$ cat src/rtl/tl_pkg.sv
// Shared transaction-layer definitions.
// Holds the one-hot control state encoding, used by both the control state
// machine and the per-queue FIFOs, together with the threshold and depth sizes.
package tl_pkg;

    // One-hot control state encoding
    typedef enum logic [3:0] {
        ST_RESET  = 4'b0001,
        ST_INIT   = 4'b0010,
        ST_IDLE   = 4'b0100,
        ST_ACTIVE = 4'b1000
    } tl_state_e;

    localparam int TL_THRESH_W   = 3;
    localparam int TL_FIFO_DEPTH = 8;
    localparam int TL_COUNT_W    = 4;

    // Push/pop are honoured only in IDLE or ACTIVE
    function automatic logic tl_op_en(input logic [3:0] state);
        return |(state & (ST_IDLE | ST_ACTIVE));
    endfunction

endpackage

$ cat src/rtl/tl_threshold_fifo_if.sv
// Queue-side handshake bundle for tl_threshold_fifo.
// master: producer/consumer side (drives push/pop/data_in, sees data and status)
// slave : FIFO side
//   push, data_in, pop           - write/read requests
//   data_out, valid_out          - registered read data and its one-cycle strobe
//   count, empty, full           - occupancy
//   almost_full, almost_empty    - threshold flags
//   overflow_err, underflow_err  - sticky error flags
interface tl_threshold_fifo_if #(
    parameter int DATA_WIDTH = 6
);
    import tl_pkg::*;

    logic                  push;
    logic [DATA_WIDTH-1:0] data_in;
    logic                  pop;
    logic [DATA_WIDTH-1:0] data_out;
    logic                  valid_out;
    logic [TL_COUNT_W-1:0] count;
    logic                  empty;
    logic                  full;
    logic                  almost_full;
    logic                  almost_empty;
    logic                  overflow_err;
    logic                  underflow_err;

    modport master (
        output push, data_in, pop,
        input  data_out, valid_out, count, empty, full,
               almost_full, almost_empty, overflow_err, underflow_err
    );

    modport slave (
        input  push, data_in, pop,
        output data_out, valid_out, count, empty, full,
               almost_full, almost_empty, overflow_err, underflow_err
    );

endinterface

$ cat src/rtl/tl_fifo_mem.sv
// Register-array storage for tl_threshold_fifo.
// One write port, one registered read port; storage itself is not reset.
//   clk      - clock
//   rd_clr   - synchronous clear of the read data register (reset / INIT flush)
//   wr_en    - write wr_data into wr_addr
//   rd_en    - load rd_data from rd_addr at the next edge; otherwise rd_data holds
module tl_fifo_mem #(
    parameter int DATA_WIDTH = 6,
    parameter int ADDR_WIDTH = 3
) (
    input  logic                  clk,
    input  logic                  rd_clr,
    input  logic                  wr_en,
    input  logic [ADDR_WIDTH-1:0] wr_addr,
    input  logic [DATA_WIDTH-1:0] wr_data,
    input  logic                  rd_en,
    input  logic [ADDR_WIDTH-1:0] rd_addr,
    output logic [DATA_WIDTH-1:0] rd_data
);

    localparam int DEPTH = 2 ** ADDR_WIDTH;

    logic [DATA_WIDTH-1:0] mem_q [DEPTH];
    logic [DATA_WIDTH-1:0] mem_d [DEPTH];
    logic [DATA_WIDTH-1:0] rd_data_q;
    logic [DATA_WIDTH-1:0] rd_data_d;

    always_comb begin
        mem_d = mem_q;
        if (wr_en) begin
            mem_d[wr_addr] = wr_data;
        end
    end

    // Reads see the pre-write array, so a read and write to the same slot
    // (push+pop while full) returns the old entry.
    always_comb begin
        rd_data_d = rd_data_q;
        if (rd_clr) begin
            rd_data_d = '0;
        end else if (rd_en) begin
            rd_data_d = mem_q[rd_addr];
        end
    end

    always_ff @(posedge clk) begin
        mem_q     <= mem_d;
        rd_data_q <= rd_data_d;
    end

    assign rd_data = rd_data_q;

endmodule

$ cat src/rtl/tl_threshold_fifo.sv
// Synchronous FIFO for one transaction-layer virtual-channel queue.
// Gated by the one-hot control state, flushed in INIT, with almost_full /
// almost_empty compared against the control machine's latched thresholds.
//   clk, reset     - clock, synchronous active-high reset
//   state          - one-hot control state (RESET/INIT/IDLE/ACTIVE)
//   sup_threshold  - almost-full level (0 disables almost_full)
//   inf_threshold  - almost-empty level
//   bus            - push/pop handshake, read data and status flags
module tl_threshold_fifo
    import tl_pkg::*;
#(
    parameter int DATA_WIDTH = 6,
    parameter int ADDR_WIDTH = 3
) (
    input  logic                   clk,
    input  logic                   reset,
    input  logic [3:0]             state,
    input  logic [TL_THRESH_W-1:0] sup_threshold,
    input  logic [TL_THRESH_W-1:0] inf_threshold,
    tl_threshold_fifo_if.slave     bus
);

    localparam logic [TL_COUNT_W-1:0] FULL_COUNT = TL_COUNT_W'(TL_FIFO_DEPTH);

    logic [ADDR_WIDTH-1:0] wr_ptr_q, wr_ptr_d;
    logic [ADDR_WIDTH-1:0] rd_ptr_q, rd_ptr_d;
    logic [TL_COUNT_W-1:0] count_q, count_d;
    logic                  valid_q, valid_d;
    logic                  ovf_q, ovf_d;
    logic                  unf_q, unf_d;

    logic op_en;
    logic flush;
    logic empty;
    logic full;
    logic pop_acc;
    logic push_acc;

    assign op_en = tl_op_en(state);
    // Reset and INIT clear the same state; reset wins simply by being OR'd in.
    assign flush = reset || (state == ST_INIT);

    assign empty = (count_q == '0);
    assign full  = (count_q == FULL_COUNT);

    assign pop_acc  = !flush && op_en && bus.pop && !empty;
    // A pop on a full queue frees a slot in the same cycle.
    assign push_acc = !flush && op_en && bus.push && (!full || pop_acc);

    always_comb begin
        wr_ptr_d = wr_ptr_q;
        rd_ptr_d = rd_ptr_q;
        count_d  = count_q;
        valid_d  = 1'b0;
        ovf_d    = ovf_q;
        unf_d    = unf_q;

        if (flush) begin
            wr_ptr_d = '0;
            rd_ptr_d = '0;
            count_d  = '0;
            ovf_d    = 1'b0;
            unf_d    = 1'b0;
        end else if (op_en) begin
            if (push_acc) begin
                wr_ptr_d = wr_ptr_q + 1'b1;
            end
            if (pop_acc) begin
                rd_ptr_d = rd_ptr_q + 1'b1;
                valid_d  = 1'b1;
            end
            if (push_acc && !pop_acc) begin
                count_d = count_q + 1'b1;
            end else if (pop_acc && !push_acc) begin
                count_d = count_q - 1'b1;
            end
            if (bus.push && full && !pop_acc) begin
                ovf_d = 1'b1;
            end
            if (bus.pop && empty) begin
                unf_d = 1'b1;
            end
        end
    end

    always_ff @(posedge clk) begin
        if (reset) begin
            wr_ptr_q <= '0;
            rd_ptr_q <= '0;
            count_q  <= '0;
            valid_q  <= 1'b0;
            ovf_q    <= 1'b0;
            unf_q    <= 1'b0;
        end else begin
            wr_ptr_q <= wr_ptr_d;
            rd_ptr_q <= rd_ptr_d;
            count_q  <= count_d;
            valid_q  <= valid_d;
            ovf_q    <= ovf_d;
            unf_q    <= unf_d;
        end
    end

    tl_fifo_mem #(
        .DATA_WIDTH (DATA_WIDTH),
        .ADDR_WIDTH (ADDR_WIDTH)
    ) u_mem (
        .clk     (clk),
        .rd_clr  (flush),
        .wr_en   (push_acc),
        .wr_addr (wr_ptr_q),
        .wr_data (bus.data_in),
        .rd_en   (pop_acc),
        .rd_addr (rd_ptr_q),
        .rd_data (bus.data_out)
    );

    assign bus.valid_out     = valid_q;
    assign bus.count         = count_q;
    assign bus.empty         = empty;
    assign bus.full          = full;
    // Flags follow the thresholds combinationally so a threshold change
    // is visible in the same cycle.
    assign bus.almost_full   = (sup_threshold != '0) && (count_q >= {1'b0, sup_threshold});
    assign bus.almost_empty  = (count_q <= {1'b0, inf_threshold});
    assign bus.overflow_err  = ovf_q;
    assign bus.underflow_err = unf_q;

endmodule
$ cat src/flat_wrapper.sv
// flat-port wrapper written by rule: the top's interface ports become plain ports
module tl_threshold_fifo_flat import tl_pkg::*;
#(
    parameter int DATA_WIDTH = 6,
    parameter int ADDR_WIDTH = 3
)
  (clk, reset, state, sup_threshold, inf_threshold, bus_push, bus_data_in, bus_pop, bus_data_out, bus_valid_out, bus_count, bus_empty, bus_full, bus_almost_full, bus_almost_empty, bus_overflow_err, bus_underflow_err);
  tl_threshold_fifo_if #(.DATA_WIDTH(DATA_WIDTH)) bus_i ();
  input  logic clk;
  input  logic reset;
  input  logic [3:0] state;
  input  logic [TL_THRESH_W-1:0] sup_threshold;
  input  logic [TL_THRESH_W-1:0] inf_threshold;
  input wire logic [$bits(bus_i.push)-1:0] bus_push;
  input wire logic [$bits(bus_i.data_in)-1:0] bus_data_in;
  input wire logic [$bits(bus_i.pop)-1:0] bus_pop;
  output wire logic [$bits(bus_i.data_out)-1:0] bus_data_out;
  output wire logic [$bits(bus_i.valid_out)-1:0] bus_valid_out;
  output wire logic [$bits(bus_i.count)-1:0] bus_count;
  output wire logic [$bits(bus_i.empty)-1:0] bus_empty;
  output wire logic [$bits(bus_i.full)-1:0] bus_full;
  output wire logic [$bits(bus_i.almost_full)-1:0] bus_almost_full;
  output wire logic [$bits(bus_i.almost_empty)-1:0] bus_almost_empty;
  output wire logic [$bits(bus_i.overflow_err)-1:0] bus_overflow_err;
  output wire logic [$bits(bus_i.underflow_err)-1:0] bus_underflow_err;
  assign bus_i.push = bus_push;
  assign bus_i.data_in = bus_data_in;
  assign bus_i.pop = bus_pop;
  assign bus_data_out = bus_i.data_out;
  assign bus_valid_out = bus_i.valid_out;
  assign bus_count = bus_i.count;
  assign bus_empty = bus_i.empty;
  assign bus_full = bus_i.full;
  assign bus_almost_full = bus_i.almost_full;
  assign bus_almost_empty = bus_i.almost_empty;
  assign bus_overflow_err = bus_i.overflow_err;
  assign bus_underflow_err = bus_i.underflow_err;
  tl_threshold_fifo #(.DATA_WIDTH(DATA_WIDTH), .ADDR_WIDTH(ADDR_WIDTH)) u_core (.clk(clk), .reset(reset), .state(state), .sup_threshold(sup_threshold), .inf_threshold(inf_threshold), .bus(bus_i));
endmodule
$ cat config.mk
export PLATFORM = sky130hd
export DESIGN_NAME = tl_threshold_fifo_flat
export DESIGN_NICKNAME = d
export VERILOG_FILES = /design/src/rtl/tl_pkg.sv /design/src/rtl/tl_threshold_fifo_if.sv /design/src/rtl/tl_fifo_mem.sv /design/src/rtl/tl_threshold_fifo.sv /design/src/flat_wrapper.sv
export SDC_FILE = /design/constraint.sdc
export NUM_CORES = 1
export LEC_CHECK = 0
export BUFFER_PORTS_ARGS = -buffer_cell sky130_fd_sc_hd__buf_2
export CAP_MARGIN = 30
export CORE_MARGIN = 1
export CORE_UTILIZATION = 51
export DETAILED_ROUTE_END_ITERATION = 16
export PLACE_DENSITY_LB_ADDON = 0.2
export RECOVER_POWER = 100
export SYNTH_ARGS = -nofsm -noshare
export SYNTH_HDL_FRONTEND = slang
export SYNTH_SLANG_ARGS = --single-unit
$ cat constraint.sdc
create_clock -name clk -period 4.5 [get_ports clk]
set_input_delay 0.45 -clock clk [delete_from_list [all_inputs] [get_ports clk]]
set_output_delay 0.45 -clock clk [all_outputs]
set_load 0.02 [all_outputs]
==> flow_metrics.env <==
export IMPL_status="finished clean"
export IMPL_ys_warn_count=0
export IMPL_clk_pin_slew_ps=70
export IMPL_fin_crit_sh=0.720
export IMPL_fin_nets=270
export IMPL_rows=27
export IMPL_hold_viol=0
export IMPL_clk_path_buf_depth=2
export IMPL_ys_top_cells_by_count="48 x edfxtp_1, 19 x dfxtp_1, 17 x nor2_1"
export IMPL_yosys_area_top_type="edfxtp_1"
export IMPL_synth_flop_cell="edfxtp_1"
export IMPL_vias=1688
export IMPL_synth_simple_area_share=0.0859
export IMPL_synth_area_mux_share=0.125
export IMPL_slowest_delay_ps=700
export IMPL_dieHeight_um=77.2
export IMPL_synth_cell_types=35
export IMPL_fmax_ghz=0.309
export IMPL_combPwrFrac=0.111
export IMPL_power_density_nw_per_um2=422
export IMPL_start_kind="flop"
export IMPL_clock_root_buffer="clkbuf_8"
export IMPL_antenna_found_initial=0
export IMPL_drc_errors=0
export IMPL_synth_edff_count=48
export IMPL_utilization=0.597
export IMPL_grt_pass1_vias=1585
export IMPL_rsz0062_at_grt="false"
export IMPL_wl_per_cell_um=16.6
export IMPL_drtIter0Drc=84
export IMPL_swShare=0.240
export IMPL_num_io_pins=37
export IMPL_intPower_mw=1.05
export IMPL_whs_ps=429
export IMPL_routed_wl_um=5230
export IMPL_clock_power_share=0.383
export IMPL_final_cell_area_um2=3270
export IMPL_drv_cap=0
export IMPL_design_die_area_um2=5960
export IMPL_grt_ovfl_total=0
export IMPL_flow_area_growth_from_synthesis_pct=13.3
export IMPL_worstSkewPairLatency_ps=340
export IMPL_worstMarginPinSlew_ps=919
export IMPL_yosys_top_cells_area="edfxtp_1 50%, dfxtp_1 13%, mux4_2 9.4%"
export IMPL_h_tree_depth=3
export IMPL_grtUsageTotal=0.193
export IMPL_ant_nets=0
export IMPL_max_slew_margin=0.387
export IMPL_ctsResizeCount=0
export IMPL_cp_arrival_ps=3510
export IMPL_port_buffers=36
export IMPL_core_um2=5470
export IMPL_synth_xor_area_frac=0.00911
export IMPL_async_flop_share=0
export IMPL_layout_setup_ws_ps=1260
export IMPL_routabilityCongestion=0.752
export IMPL_place_area_um2=3140
export IMPL_worst_hold_path_type="input pin to flop"
export IMPL_cts_hold_buffers=0
export IMPL_first_pass_iters=4
export IMPL_multi_input_area_um2=947
export IMPL_finalSetupViolCount=0
export IMPL_cts_setup_buffers=0
export IMPL_synth_fp_nets=227
export IMPL_slew_violations=0
export IMPL_cp_end_kind="flop"
export IMPL_synth_top_family_by_area="multiplexers"
export IMPL_cp_max_fo=8
export IMPL_min_period_ps=3240
export IMPL_drive_above_1_share=0.169
export IMPL_synth_fa_ha_area_frac=0.0547
export IMPL_seq_area_frac_synth=0.632
export IMPL_synth_seq_cells=67
export IMPL_dpl_worst_slack_ps=1440
export IMPL_cp_slowest_cell="nor4b_1"
export IMPL_critical_path_class="flop to flop"
export IMPL_syn_avg_cell_area_um2=14.8
export IMPL_grt_max_degree=17
export IMPL_cts_inserted_buffers=9
export IMPL_fillCellCount=474
export IMPL_critPathRequiredTime_ps=4770
export IMPL_via_per_inst=5.36
export IMPL_initial_core_util=0.527
export IMPL_netlist_instances=195
export IMPL_p_leak_nw=1.13
export IMPL_netlist_area_um2=2880
export IMPL_vdd_ir_drop_worst_mv=0.250
export IMPL_tritoncts="done"
export IMPL_p_seq_frac=0.506
export IMPL_dp_hpwl_um=3560
export IMPL_finalSetupTns_ps=0
export IMPL_synthMostInstantiatedCell="edfxtp_1"
export IMPL_grt_pass1_wl_um=8200
export IMPL_p_sw_mw=0.331
export IMPL_diodes=0
export IMPL_yosysTopAreaCellShare=0.500
export IMPL_clock_sinks=67
export IMPL_cp_common_cell="ha_1"
export IMPL_path_cells="nor4b_1 > a211oi_1 > ha_1 > inv_1 > ha_1 > and3_1 > or4b_1 > a21o_1 > a21oi_1"
export IMPL_synth_compound_area_frac=0.0685
export IMPL_die_w_um=77.2
export IMPL_skew_ps=5.87
export IMPL_seqCellArea_um2=1820
## final timing paths
check                                from                 endpoint  slack [ps]  cells past startpoint
setup / recovery      u_core.bus.count[1]      u_core.bus.count[3]        1260                      9
hold / removal                      reset     u_core.bus.valid_out         430                      2
setup reg to reg      u_core.bus.count[1]      u_core.bus.count[3]        1260                      9
hold reg to reg   u_core.bus.overflow_err  u_core.bus.overflow_err         480                      2
## through the flow
step / std cells / power, mW
2_1_floorplan: 195 / 0.828
3_3_place_gp: 297 / 0.879
3_5_place_dp: 299 / 0.884
4_1_cts: 315 / 1.41
5_1_grt: 315 / 1.44
6_report: 315 / 1.38
## power by group through the flow
stage / Combinational [mW] / Sequential, mW / Clock (mW)
2_1_floorplan: 0.107 / 0.721 / 0
3_5_place_dp: 0.167 / 0.717 / 0
5_1_grt: 0.171 / 0.702 / 0.562
4_1_cts: 0.168 / 0.703 / 0.536
3_3_place_gp: 0.163 / 0.716 / 0
6_report: 0.153 / 0.699 / 0.528
## placed cells by master (no fill, tap or decap)
cell type   synthesis  layout
fa_1                1       1
nand2b_1            5       5
nand2_1             6       6
or3_1               1       1
o21ai_0            11      11
clkinvlp_4          0       1
nor4_1              0       1
mux2i_1             9       9
ha_1               11      11
a21oi_1            15      15
or4b_1              1       1
mux4_2             12      12
a211oi_1            1       2
edfxtp_1           48      48
o211ai_1            1       1
nor2b_1             1       1
xnor2_1             3       3
nor2_1             17      17
buf_2               1      13
nand3_1             2       2
inv_1              10      11
a21boi_0            1       1
a21o_1              2       2
clkbuf_1            2      27
bufinv_16           0       2
nor3_4              1       1
nor4b_1             1       2
and3_1              1       1
clkinv_2            0       2
nor3_1              3       3
dfxtp_1            19      19
o21ba_1             0       1
clkbuf_8            0       9
or2_2               1       1
## registers in the layout, summed over array words and instances, names as in the netlist
name / cells
u_core.bus.overflow_err: 1
u_core.wr_ptr_q: 3
u_core.rd_ptr_q: 3
u_core.bus.underflow_err: 1
u_core.u_mem.mem_q: 48
u_core.u_mem.rd_data: 6
u_core.bus.valid_out: 1
u_core.bus.count: 4
## cells by family after synthesis
logic type / Yosys count
DFF: 67
and+or+nand+nor: 42
AOI/OAI and AO/OA: 33
muxes: 21
buffers and inverters: 17
adders and majority gates: 12
xor gates and xnor gates: 3
## final cells by class
class / count / share of cell area
multi-input combinational: 111 / 0.290
sequential: 67 / 0.557
clock buffer: 11 / 0.0402
inverter: 11 / 0.0126
timing repair buffer: 38 / 0.0486
tap: 72 / 0.0276
clock inverter: 5 / 0.0237
## critical path: cells and delay by family, from the launching register on
kind | cells | cell delay (ps)
simple gates | 3 | 1410
compound gates | 3 | 680
buf+inv | 1 | 110
fa+ha+maj | 2 | 570
flops | 1 | 400
## metal layers
| metal | part of all wire | track usage |
|---|---|---|
| met5 | 0 | 0 |
| met4 | 0.013 | 0.0792 |
| met3 | 0.037 | 0.0500 |
| met2 | 0.48 | 0.304 |
| met1 | 0.47 | 0.254 |
(Power assumes the default switching activity.)
